## config.mk

```make
export PLATFORM = sky130hd
export DESIGN_NAME = mips_main_ctrl_fsm_flat
export DESIGN_NICKNAME = d
export VERILOG_FILES = /design/src/rtl/mips_main_ctrl_fsm_if.sv /design/src/rtl/mips_main_ctrl_fsm.sv /design/src/flat_wrapper.sv
export SDC_FILE = /design/constraint.sdc
export NUM_CORES = 1
export LEC_CHECK = 0
export ABC_CLOCK_PERIOD_IN_PS = 2600
export CORE_UTILIZATION = 35
export DETAILED_ROUTE_END_ITERATION = 16
export HOLD_SLACK_MARGIN = 0.05
export PLACE_DENSITY_LB_ADDON = 0.3
export SYNTH_ARGS = -nofsm -noshare
export SYNTH_HDL_FRONTEND = slang
export SYNTH_SLANG_ARGS = --single-unit
```

## constraint.sdc

```tcl
create_clock -name clk -period 2.6 [get_ports clk]
set_clock_uncertainty 0.05 [all_clocks]
set_input_delay 0.52 -clock clk [delete_from_list [all_inputs] [get_ports clk]]
set_output_delay 0.52 -clock clk [all_outputs]
set_load 0.005 [all_outputs]
```

## src/rtl/mips_main_ctrl_fsm_if.sv

```systemverilog
`default_nettype none
// ============================================================================
// Module      : mips_main_ctrl_fsm_if
// Description : Control/status bundle between the multicycle MIPS main
//               controller and its datapath.
// Revision    : 1.0 - initial release
// ============================================================================
interface mips_main_ctrl_fsm_if;
    logic [5:0] Opcode;
    logic       Zero;
    logic       MemReady;
    logic       MemReq;
    logic       MemWrite;
    logic       IRWrite;
    logic       IorD;
    logic       RegDst;
    logic       MemtoReg;
    logic       RegWrite;
    logic       ALUSrcA;
    logic [1:0] ALUSrcB;
    logic [1:0] ALUop;
    logic [1:0] PCSrc;
    logic       PCEn;
    logic       Illegal;
    logic [3:0] State;

    // Controller side
    modport master (
        input  Opcode, Zero, MemReady,
        output MemReq, MemWrite, IRWrite, IorD, RegDst, MemtoReg, RegWrite,
               ALUSrcA, ALUSrcB, ALUop, PCSrc, PCEn, Illegal, State
    );

    // Datapath side
    modport slave (
        output Opcode, Zero, MemReady,
        input  MemReq, MemWrite, IRWrite, IorD, RegDst, MemtoReg, RegWrite,
               ALUSrcA, ALUSrcB, ALUop, PCSrc, PCEn, Illegal, State
    );
endinterface
`default_nettype wire

```

## src/rtl/mips_main_ctrl_fsm.sv

```systemverilog
`default_nettype none
// ============================================================================
// Module      : mips_main_ctrl_fsm
// Description : Multicycle MIPS main control unit (Moore FSM) with MemReady
//               stalls. Optional bne support under macro MIPS_CTRL_BNE_EN.
// Revision    : 1.0 - initial release
// ============================================================================
module mips_main_ctrl_fsm #(
    parameter logic [3:0] RESET_STATE = 4'd0
) (
    input  wire logic               clk,
    input  wire logic               rst_n,
    mips_main_ctrl_fsm_if.master    bus
);

    localparam logic [3:0] c_FETCH   = 4'd0;
    localparam logic [3:0] c_DECODE  = 4'd1;
    localparam logic [3:0] c_MEMADR  = 4'd2;
    localparam logic [3:0] c_MEMRD   = 4'd3;
    localparam logic [3:0] c_MEMWB   = 4'd4;
    localparam logic [3:0] c_MEMWR   = 4'd5;
    localparam logic [3:0] c_EXECUTE = 4'd6;
    localparam logic [3:0] c_ALUWB   = 4'd7;
    localparam logic [3:0] c_BEQ     = 4'd8;
    localparam logic [3:0] c_ADDIEX  = 4'd9;
    localparam logic [3:0] c_ADDIWB  = 4'd10;
    localparam logic [3:0] c_JUMP    = 4'd11;
`ifdef MIPS_CTRL_BNE_EN
    localparam logic [3:0] c_BNE     = 4'd12;
    localparam logic [5:0] c_OP_BNE  = 6'b000101;
`endif

    localparam logic [5:0] c_OP_LW    = 6'b100011;
    localparam logic [5:0] c_OP_SW    = 6'b101011;
    localparam logic [5:0] c_OP_RTYPE = 6'b000000;
    localparam logic [5:0] c_OP_BEQ   = 6'b000100;
    localparam logic [5:0] c_OP_ADDI  = 6'b001000;
    localparam logic [5:0] c_OP_J     = 6'b000010;

    logic [3:0] r_state;
    logic [3:0] w_next;
    logic       w_illegal;

    logic       w_mem_req;
    logic       w_mem_write;
    logic       w_ir_write;
    logic       w_iord;
    logic       w_reg_dst;
    logic       w_mem_to_reg;
    logic       w_reg_write;
    logic       w_alu_src_a;
    logic [1:0] w_alu_src_b;
    logic [1:0] w_alu_op;
    logic [1:0] w_pc_src;
    logic       w_pc_write;
    logic       w_branch;
    logic       w_branch_ne;
    logic       w_fetch_done;

    always_ff @(posedge clk) begin
        if (!rst_n) begin
            r_state <= RESET_STATE;
        end else begin
            r_state <= w_next;
        end
    end

    always_comb begin
        w_next    = c_FETCH;
        w_illegal = 1'b0;
        case (r_state)
            c_FETCH:   w_next = bus.MemReady ? c_DECODE : c_FETCH;
            c_DECODE: begin
                case (bus.Opcode)
                    c_OP_LW,
                    c_OP_SW:    w_next = c_MEMADR;
                    c_OP_RTYPE: w_next = c_EXECUTE;
                    c_OP_BEQ:   w_next = c_BEQ;
                    c_OP_ADDI:  w_next = c_ADDIEX;
                    c_OP_J:     w_next = c_JUMP;
`ifdef MIPS_CTRL_BNE_EN
                    c_OP_BNE:   w_next = c_BNE;
`endif
                    default: begin
                        w_next    = c_FETCH;
                        w_illegal = 1'b1;
                    end
                endcase
            end
            c_MEMADR:  w_next = (bus.Opcode == c_OP_LW) ? c_MEMRD : c_MEMWR;
            c_MEMRD:   w_next = bus.MemReady ? c_MEMWB : c_MEMRD;
            c_MEMWB:   w_next = c_FETCH;
            c_MEMWR:   w_next = bus.MemReady ? c_FETCH : c_MEMWR;
            c_EXECUTE: w_next = c_ALUWB;
            c_ALUWB:   w_next = c_FETCH;
            c_ADDIEX:  w_next = c_ADDIWB;
            c_ADDIWB:  w_next = c_FETCH;
            default:   w_next = c_FETCH;
        endcase
    end

    // Moore outputs; only the fetch handshake outputs look at MemReady.
    always_comb begin
        w_mem_req    = 1'b0;
        w_mem_write  = 1'b0;
        w_ir_write   = 1'b0;
        w_iord       = 1'b0;
        w_reg_dst    = 1'b0;
        w_mem_to_reg = 1'b0;
        w_reg_write  = 1'b0;
        w_alu_src_a  = 1'b0;
        w_alu_src_b  = 2'b00;
        w_alu_op     = 2'b00;
        w_pc_src     = 2'b00;
        w_pc_write   = 1'b0;
        w_branch     = 1'b0;
        w_branch_ne  = 1'b0;
        w_fetch_done = 1'b0;
        case (r_state)
            c_FETCH: begin
                w_mem_req    = 1'b1;
                w_alu_src_b  = 2'b01;
                w_ir_write   = bus.MemReady;
                w_fetch_done = bus.MemReady;
            end
            c_DECODE: begin
                w_alu_src_b = 2'b11;
            end
            c_MEMADR: begin
                w_alu_src_a = 1'b1;
                w_alu_src_b = 2'b10;
            end
            c_MEMRD: begin
                w_mem_req = 1'b1;
                w_iord    = 1'b1;
            end
            c_MEMWB: begin
                w_reg_write  = 1'b1;
                w_mem_to_reg = 1'b1;
            end
            c_MEMWR: begin
                w_mem_req   = 1'b1;
                w_iord      = 1'b1;
                w_mem_write = 1'b1;
            end
            c_EXECUTE: begin
                w_alu_src_a = 1'b1;
                w_alu_op    = 2'b10;
            end
            c_ALUWB: begin
                w_reg_write = 1'b1;
                w_reg_dst   = 1'b1;
            end
            c_BEQ: begin
                w_alu_src_a = 1'b1;
                w_alu_op    = 2'b01;
                w_pc_src    = 2'b01;
                w_branch    = 1'b1;
            end
            c_ADDIEX: begin
                w_alu_src_a = 1'b1;
                w_alu_src_b = 2'b10;
            end
            c_ADDIWB: begin
                w_reg_write = 1'b1;
            end
            c_JUMP: begin
                w_pc_src   = 2'b10;
                w_pc_write = 1'b1;
            end
`ifdef MIPS_CTRL_BNE_EN
            c_BNE: begin
                w_alu_src_a = 1'b1;
                w_alu_op    = 2'b01;
                w_pc_src    = 2'b01;
                w_branch_ne = 1'b1;
            end
`endif
            default: ;
        endcase
    end

    assign bus.MemReq   = w_mem_req;
    assign bus.MemWrite = w_mem_write;
    assign bus.IRWrite  = w_ir_write;
    assign bus.IorD     = w_iord;
    assign bus.RegDst   = w_reg_dst;
    assign bus.MemtoReg = w_mem_to_reg;
    assign bus.RegWrite = w_reg_write;
    assign bus.ALUSrcA  = w_alu_src_a;
    assign bus.ALUSrcB  = w_alu_src_b;
    assign bus.ALUop    = w_alu_op;
    assign bus.PCSrc    = w_pc_src;
    assign bus.PCEn     = w_fetch_done | w_pc_write
                        | (w_branch & bus.Zero) | (w_branch_ne & ~bus.Zero);
    assign bus.Illegal  = w_illegal;
    assign bus.State    = r_state;

endmodule
`default_nettype wire

```

## src/flat_wrapper.sv

```systemverilog
// flat-port wrapper written by rule: the top's interface ports become plain ports
module mips_main_ctrl_fsm_flat 
#(
    parameter logic [3:0] RESET_STATE = 4'd0
)
  (clk, rst_n, bus_Opcode, bus_Zero, bus_MemReady, bus_MemReq, bus_MemWrite, bus_IRWrite, bus_IorD, bus_RegDst, bus_MemtoReg, bus_RegWrite, bus_ALUSrcA, bus_ALUSrcB, bus_ALUop, bus_PCSrc, bus_PCEn, bus_Illegal, bus_State);
  mips_main_ctrl_fsm_if bus_i ();
  input  wire logic clk;
  input  wire logic rst_n;
  input wire logic [$bits(bus_i.Opcode)-1:0] bus_Opcode;
  input wire logic [$bits(bus_i.Zero)-1:0] bus_Zero;
  input wire logic [$bits(bus_i.MemReady)-1:0] bus_MemReady;
  output wire logic [$bits(bus_i.MemReq)-1:0] bus_MemReq;
  output wire logic [$bits(bus_i.MemWrite)-1:0] bus_MemWrite;
  output wire logic [$bits(bus_i.IRWrite)-1:0] bus_IRWrite;
  output wire logic [$bits(bus_i.IorD)-1:0] bus_IorD;
  output wire logic [$bits(bus_i.RegDst)-1:0] bus_RegDst;
  output wire logic [$bits(bus_i.MemtoReg)-1:0] bus_MemtoReg;
  output wire logic [$bits(bus_i.RegWrite)-1:0] bus_RegWrite;
  output wire logic [$bits(bus_i.ALUSrcA)-1:0] bus_ALUSrcA;
  output wire logic [$bits(bus_i.ALUSrcB)-1:0] bus_ALUSrcB;
  output wire logic [$bits(bus_i.ALUop)-1:0] bus_ALUop;
  output wire logic [$bits(bus_i.PCSrc)-1:0] bus_PCSrc;
  output wire logic [$bits(bus_i.PCEn)-1:0] bus_PCEn;
  output wire logic [$bits(bus_i.Illegal)-1:0] bus_Illegal;
  output wire logic [$bits(bus_i.State)-1:0] bus_State;
  assign bus_i.Opcode = bus_Opcode;
  assign bus_i.Zero = bus_Zero;
  assign bus_i.MemReady = bus_MemReady;
  assign bus_MemReq = bus_i.MemReq;
  assign bus_MemWrite = bus_i.MemWrite;
  assign bus_IRWrite = bus_i.IRWrite;
  assign bus_IorD = bus_i.IorD;
  assign bus_RegDst = bus_i.RegDst;
  assign bus_MemtoReg = bus_i.MemtoReg;
  assign bus_RegWrite = bus_i.RegWrite;
  assign bus_ALUSrcA = bus_i.ALUSrcA;
  assign bus_ALUSrcB = bus_i.ALUSrcB;
  assign bus_ALUop = bus_i.ALUop;
  assign bus_PCSrc = bus_i.PCSrc;
  assign bus_PCEn = bus_i.PCEn;
  assign bus_Illegal = bus_i.Illegal;
  assign bus_State = bus_i.State;
  mips_main_ctrl_fsm #(.RESET_STATE(RESET_STATE)) u_core (.clk(clk), .rst_n(rst_n), .bus(bus_i));
endmodule
```

# Word-level counts from Yosys, hierarchy flattened

Index checks and enable logic that the tools add are counted.

Output and inout bits: 20
Bits in registers: 4
Logic and storage cells: 50
Input port bits: 10

Reduce and logical (&&, ||, !) cells: 9
Mux-type cells: 21
Equal/unequal tests: 16
Bitwise operators: 3

Operators with widths:

| operator                                             | number |
|---|---|
| case mux 4 bit (7 select lines)                      | 1 |
| case mux 4 bit (5 select lines)                      | 1 |
| equality test 4 x 3 -> 1 bit (second input constant) | 4 |
| equality test 4 bit (second input constant)          | 4 |
| 2-to-1 mux 1 bit                                     | 13 |
| equality test 6 bit (second input constant)          | 2 |
| 2-to-1 mux 3 bit                                     | 3 |
| equality test 4 x 2 -> 1 bit (second input constant) | 2 |
| case mux 2 bit (2 select lines)                      | 2 |
| equality test 6 x 2 -> 1 bit (second input constant) | 1 |
| equality test 6 x 3 -> 1 bit (second input constant) | 1 |
| equality test 6 x 4 -> 1 bit (second input constant) | 1 |
| logical NOT 6 bit                                    | 1 |
| case mux 2 bit (3 select lines)                      | 1 |
| OR reduction 2 bit                                   | 3 |
| OR reduction 3 bit                                   | 2 |
| OR reduction 6 bit                                   | 1 |
| equality test 4 x 1 -> 1 bit (second input constant) | 1 |
| logical NOT 4 bit                                    | 1 |
| OR reduction 4 bit                                   | 1 |
| bitwise OR 1 bit                                     | 2 |
| AND 1 bit                                            | 1 |

# Depth between registers and ports, before layout

Gate-level depths: netlist of run 1.

Depth in word-level cells: 4
Depth in mapped cells: 5

# Least setup slack after synthesis of run 1

OpenSTA, ideal clock, no wires.

Kind: input-to-output
Start point: in bus_Opcode[3]
End point: out bus_Illegal
Setup slack: 0.835 ns
Stages on the path: 5
Data arrival time: 1.195 ns
Cell sequence: buf_2 o21ai_0 o21ai_1 nor4_1 nor3_1

Longest elaborated chain between the ends: 4
Elaborated cells on any way between the ends: 9
Those cells by class: 5 x eq/ne; 2 x mux; 2 x reduce/logical

Ends and longest elaborated chain:

| item                                        | line                     | source |
|---|---|---|
| from (decl)                                 | flat_wrapper.sv:10       | `input wire logic [$bits(bus_i.Opcode)-1:0] bus_Opcode;` |
| equality test 6 bit (tied with other cells) | mips_main_ctrl_fsm.sv:74 | `case (bus.Opcode)` |
| OR reduction 6 bit (no source line) (*)     | -                        |  |
| 2-to-1 mux 1 bit (*)                        | mips_main_ctrl_fsm.sv:74 |  |
| 2-to-1 mux 1 bit (*)                        | mips_main_ctrl_fsm.sv:71 | `case (r_state)` |
| to (decl)                                   | flat_wrapper.sv:25       | `output wire logic [$bits(bus_i.Illegal)-1:0] bus_Illegal;` |

Every way passes the cells marked *; elsewhere a longest branch is shown, timed or not.

# Worst setup path in the final report of run 1

Start point: reg u_core.r_state[1] (netlist: u_core.bus.State[1])
End point: out bus_MemReq

Longest elaborated chain between the ends: 3
Elaborated cells on any way between the ends: 5
Those cells by class: 2 x eq/ne; 1 x mux; 2 x reduce/logical

Ends and longest elaborated chain:

| item                                                 | line                      | source |
|---|---|---|
| from (decl)                                          | mips_main_ctrl_fsm.sv:40  | `logic [3:0] r_state;` |
| from (signal assigned)                               | mips_main_ctrl_fsm.sv:64  | `r_state <= w_next;` |
| equality test 4 x 2 -> 1 bit (tied with other cells) | mips_main_ctrl_fsm.sv:119 | `case (r_state)` |
| OR reduction 3 bit (no source line) (*)              | -                         |  |
| 2-to-1 mux 1 bit (*)                                 | mips_main_ctrl_fsm.sv:119 |  |
| to (decl)                                            | flat_wrapper.sv:13        | `output wire logic [$bits(bus_i.MemReq)-1:0] bus_MemReq;` |

Marked as above.

==> reports/qor.yml, run 1 <==
syn_inst: 77
slew_viol_final: 0
dr_total_vias: 717
overflow: 0
drc_errors: 0
power_switching_uw: 67.0
post_drt_wl_per_cell_um: 11.8
n_antenna_cell: 0
min_from: "u_core.bus.State[0]"
post-route-period-util_pct: 94.6
grt_max_degree: 16
vias_per_cell: 5.47
post_cts_buffers: 0
hold_viol: 0
io_pins: 30
critPathLaunchType: "flop"
status: "finished, final reports clean"
end_kind: "primary output"
die_width_um: 40.4
vdd_drop_max_mv: 0.146
required_ps: 2030
grt_pass1_vias: 571
largest_reg_flops: 4
synthArstFlopShare_pct: 0
cts_sinks: 4
ys_types: 33
first_pass_iters: 5
design.die.area_sq_um: 1630
synth_edf_count: 0
fmax_mhz: 407
track_usage_pct: 21.8
synth.net_count: 87
drt_iter0_markers: 21
synth-warning-count: 0
finalNonFillerCells: 131
start_util_pct: 38.6
combPwrFrac_pct: 35.2
sw_frac_of_total_pct: 29.3
crit_chain: "nand2b_1 -> nand2_1 -> mux2_2 -> nor2_1 -> clkdlybuf4s50_1"
cts_max_level: 1
reg2reg_depth: 5
rr_endpoint: "u_core.bus.State[1]"
grt_pass1_wl_um: 2360
rsz0062_at_grt: "no"
tightest_slew_ps: 357
detail-route-antenna-nets: 0
dp_hpwl_um: 1160
cts-resized-gates: 5
area.growth.synth_to_final_pct: 78.9
clkTransAtPathRegs_ps: 40
max_slew_margin_pct: 75.6
pwr-share-clk_pct: 36.5
ys_seq_area_share_pct: 15.5
yosysTopAreaCell: "dfxtp_1"
dp_slack_ps: -114
finalSetupViolCount: 0
die_h_um: 40.4
cts_tree: "done"
syn_area_sq_um: 515
num_rows: 13
layout.nets: 128
cts_buffer_depth: 2
cts_buffers: 3
drive_gt1_share_pct: 19.0
ys.flop_type: "dfxtp_1"
clock-root-buffer: "clkbuf_4"
synth_area_per_cell_sq_um: 6.69
worstSetupPathType: "flop to primary output"
holdBufCountCts: 0
hp-class: "flop to flop"
clock_latency_ps: 250
fillers: 120
antenna_found_initial: 0
hold_path_end: "u_core.bus.State[1]"
rr_startpoint: "u_core.bus.State[1]"
min_path_cells: 2
finalCriticalPeriod_ps: 2460
r2r_slack_ps: 1060
arrival_ps: 1890
synth_top_area_share_pct: 15.5
power_leakage_nw: 0.363
ys_ff_latch: 4
power.internal_uw: 162
critPathMaxStageDelay_ps: 500
coreArea_sq_um: 1330
crit_path_top_delay_cell: "clkdlybuf4s50_1"
pwr-share-seq_pct: 28.3
cap_violations: 0
critPathMaxFanout: 6
dpl.cell_count: 128
port_buffers: 29
wl_um: 1540
worst_slack_ps: 141
synth.area.top_cells: "dfxtp_1, nor3_1, nor2_1"
place.gp.congestion: 0.905
power_density_nw_per_um2: 248
-- worst max-delay path by stage --
stage	slack, ps	end	start	depth (start not counted)
after floorplan	830	bus_Illegal	bus_Opcode[3]	5
after global placement	-50	bus_Illegal	bus_Opcode[1]	6
after detailed placement	-110	bus_Illegal	bus_Opcode[1]	6
after CTS	140	bus_MemReq	u_core.bus.State[1]	5
after global routing	50	bus_MemReq	u_core.bus.State[1]	5
final	140	bus_MemReq	u_core.bus.State[1]	5
-- power by group through the flow --
stage,clock network (mW),registers [mW],logic (mW)
after global placement,0,0.0656,0.0787
after global routing,0.0925,0.0648,0.0873
after CTS,0.0853,0.0647,0.0803
final,0.0835,0.0647,0.0805
after floorplan,0,0.0658,0.0310
after detailed placement,0,0.0659,0.0802
-- cell usage after synthesis, types with 2 or more instances --
cell type	instances
nor2_1	11
nor3_1	9
and3_1	2
nor4_1	2
inv_1	3
nand2b_1	3
xor2_1	2
a21oi_1	5
nand2_1	7
xnor2_1	2
buf_2	4
dfxtp_1	4
o21ai_1	3
-- layout make-up --
cell class | instances | area (sq um) | area share, %
repair buffers | 42 | 384 | 41.7
inverters | 3 | 11.3 | 1.22
clock buffers | 3 | 22.5 | 2.44
flip-flops and latches | 4 | 80.1 | 8.68
well taps | 15 | 18.8 | 2.04
multi-input cells | 64 | 405 | 44.0
-- cells in the final DEF, fill, tap and decap left out, drive strengths merged, types with 2 or more instances in the layout --
cell / synthesis / routed
xnor2: 2 / 2
xor2: 2 / 2
buf: 5 / 13
nor2: 11 / 11
clkdlybuf4s50: 0 / 26
dlygate4sd2: 0 / 3
o21ai: 4 / 4
inv: 3 / 3
nor3: 10 / 10
nor4: 2 / 2
dfxtp: 4 / 4
nand2b: 3 / 3
clkbuf: 1 / 3
a21oi: 5 / 5
and3: 2 / 2
nand2: 7 / 7
-- worst max-delay path, delay by kind of cell, from the launching register on --
| kind | cells | cell delay, ps |
|---|---|---|
| buffers and inverters | 1 | 500 |
| AND/OR/NAND/NOR | 3 | 450 |
| flip-flops | 1 | 420 |
| multiplexers | 1 | 270 |
-- through the flow --
stage	area [sq um]	power (mW)	hold WS [ps]	utilization, %	TNS, ps
final	922	0.229	605	69.1	0
after global routing	922	0.245	633	69.1	0
after CTS	922	0.230	600	69.1	0
after detailed placement	891	0.146	608	66.8	-114
after global placement	891	0.144	608	66.8	-47.9
after floorplan	515	0.0967	564	-	0
-- per-layer routing --
layer	global-route usage, %	wire length, um
met5	0	0
met4	7.50	9
met3	6.67	80
met2	37.3	825
met1	25.2	624
-- logic make-up (layout without fill, tap and decap cells) --
family          after synthesis  after routing  share of synthesized area (%)
xor+xnor                      4              4                           6.80
compound gates               17             17                           21.6
mux                           2              2                           4.13
buf+inv                       9             48                           8.25
simple gates                 41             41                           43.7
flops                         4              4                           15.5
No activity file was read; power rests on OpenSTA's default activity.
==> run 2: changes to the inputs <==
Settings changed: SKIP_LAST_GASP from default to 1.
==> results of run 2 <==
No change in the layout: final DEF, timing and power equal those of run 1.
==> run 3: changes to the inputs <==
Settings changed: CORE_UTILIZATION 35 to 39, PLACE_DENSITY from default to 0.82, PLACE_DENSITY_LB_ADDON 0.3 to default.
==> run 3 against run 2 <==
Global-route usage is 6.3 points higher. Register-to-register slack worse by 40 ps. Final area is 0.68% higher. Total power is 0.28% lower. Cell count is 0.76% lower. Count of clock-buffer cells in the layout stayed put. Sequential share of layout area is 0.059 points lower. Via count is 5.6% higher. Sequential power hardly changed. Non-clock buffer count stayed put. Hold slack better by 61 ps. Flip-flop and latch count stayed put.
==> reports/qor.yml, run 3 (synthesis results as in run 1) <==
clock_latency_ps: 240
pwr-share-seq_pct: 28.5
cap_violations: 0
slew_viol_final: 0
die_h_um: 38.4
cts_max_level: 1
detail-route-antenna-nets: 0
hp-class: "flop to flop"
tns_ps: 0
power.internal_uw: 162
vdd_drop_max_mv: 0.220
fin_util_pct: 79.3
post-route-period-util_pct: 95.9
n_antenna_cell: 0
reg2reg_depth: 5
track_usage_pct: 28.1
antenna_found_initial: 0
hold_viol: 0
drive_gt1_share_pct: 20.7
post_drt_wl_per_cell_um: 13.1
min_path_cells: 4
num_rows: 12
area.growth.synth_to_final_pct: 80.1
largest_reg_flops: 4
cts_buffers: 3
worstSetupPathType: "flop to primary output"
pwr-share-clk_pct: 35.7
wl_um: 1700
cts_tree: "done"
layout.nets: 128
drt_iter0_markers: 16
clkTransAtPathRegs_ps: 40
io_pins: 30
grt_pass1_wl_um: 2910
total_power_uw: 228
rr_endpoint: "u_core.bus.State[1]"
design.die.area_sq_um: 1470
critPathMaxFanout: 9
critPathMaxStageDelay_ps: 500
power_leakage_nw: 0.367
grt_pass1_vias: 693
required_ps: 2030
status: "finished, final reports clean"
tightest_slew_ps: 379
first_pass_iters: 4
die_width_um: 38.4
sw_frac_of_total_pct: 29.0
crit_path_top_delay_cell: "clkdlybuf4s50_1"
end_kind: "primary output"
rr_startpoint: "u_core.bus.State[1]"
fmax_mhz: 401
crit_chain: "nand2b_2 -> nand2_1 -> mux2_2 -> nor2_1 -> clkdlybuf4s50_1"
power_density_nw_per_um2: 246
dp_hpwl_um: 1300
hold_path_end: "u_core.bus.State[1]"
layout_common_cells: "clkdlybuf4s50_1, buf_4, nor2_1, nor3_1, nand2_1"
max_slew_margin_pct: 74.0
coreArea_sq_um: 1170
min_from: "u_core.bus.State[2]"
r2r_slack_ps: 1020
finalCriticalPeriod_ps: 2490
dr_total_vias: 757
port_buffers: 29
power_switching_uw: 66.2
post_cts_buffers: 0
overflow: 0
critPathBufInv: 1
rsz0062_at_grt: "yes"
grt_max_degree: 16
arrival_ps: 1920
start_util_pct: 44.0
final_common_cell: "clkdlybuf4s50_1"
drc_errors: 0
vias_per_cell: 5.82
finalSetupViolCount: 0
place.gp.congestion: 0.850
critPathLaunchType: "flop"
holdBufCountCts: 0
critPathTopFamily: "buffers and inverters"
cts_sinks: 4
cts_buffer_depth: 2
clock-root-buffer: "clkbuf_4"
combPwrFrac_pct: 35.8
[run 3: final cells by class]
type                            count  area, sq um
Sequential cell                     4         80.1
Tap cell                           14         17.5
Clock buffer                        3         22.5
Inverter                            3         11.3
Fill cell                          94          243
Multi-Input combinational cell     64          413
Timing Repair Buffer               42          384
[run 3: worst reg2reg max path, delay by kind of cell (launching register included)]
kind	cells	cell delay, ps
AND/OR/NAND/NOR	2	540
AO/OA/AOI/OAI	2	210
flip-flops	1	480
buffers and inverters	1	220
[run 3: how the worst max path moves through the flow]
stage	start	endpoint	slack, ps	depth (start not counted)
final	u_core.bus.State[1]	bus_MemReq	110	5
after global routing	u_core.bus.State[1]	bus_MemReq	-10	5
after CTS	u_core.bus.State[1]	bus_MemReq	60	5
after detailed placement	bus_Opcode[3]	bus_Illegal	-120	6
after global placement	bus_Opcode[1]	bus_Illegal	-30	6
after floorplan	bus_Opcode[3]	bus_Illegal	830	5
[run 3: metrics by stage]
stage	setup slack, ps	std cells	area, sq um	hold slack, ps
after floorplan	835	77	515	564
after global placement	-32.5	127	890	630
after detailed placement	-117	127	890	636
after CTS	58.9	130	921	647
after global routing	-14.6	130	928	692
final	106	130	928	666
[run 3: power by group through the flow]
stage	registers (mW)	clock network (mW)	logic [mW]
2_1_floorplan	0.0658	0	0.0310
3_3_place_gp	0.0657	0	0.0786
3_5_place_dp	0.0658	0	0.0803
4_1_cts	0.0648	0.0825	0.0806
5_1_grt	0.0652	0.0854	0.0887
6_report	0.0650	0.0814	0.0816
[run 3: what timing repair did]
| action | in CTS | in global routing |
|---|---|---|
| gates cloned | 0 | 0 |
| hold endpoints to repair | 0 | 0 |
| pin swaps | 1 | 0 |
| setup endpoints to repair | 1 | 2 |
| gates resized for setup | 5 | 2 |
[run 3: routing by layer]
metal	GRT usage [%]	up-vias	share of wire (%)
met4	13.8	0	3.1
met5	0	-	0
met2	51.7	39	52
li1	-	360	-
met1	30.7	352	39
met3	4.07	6	5.7
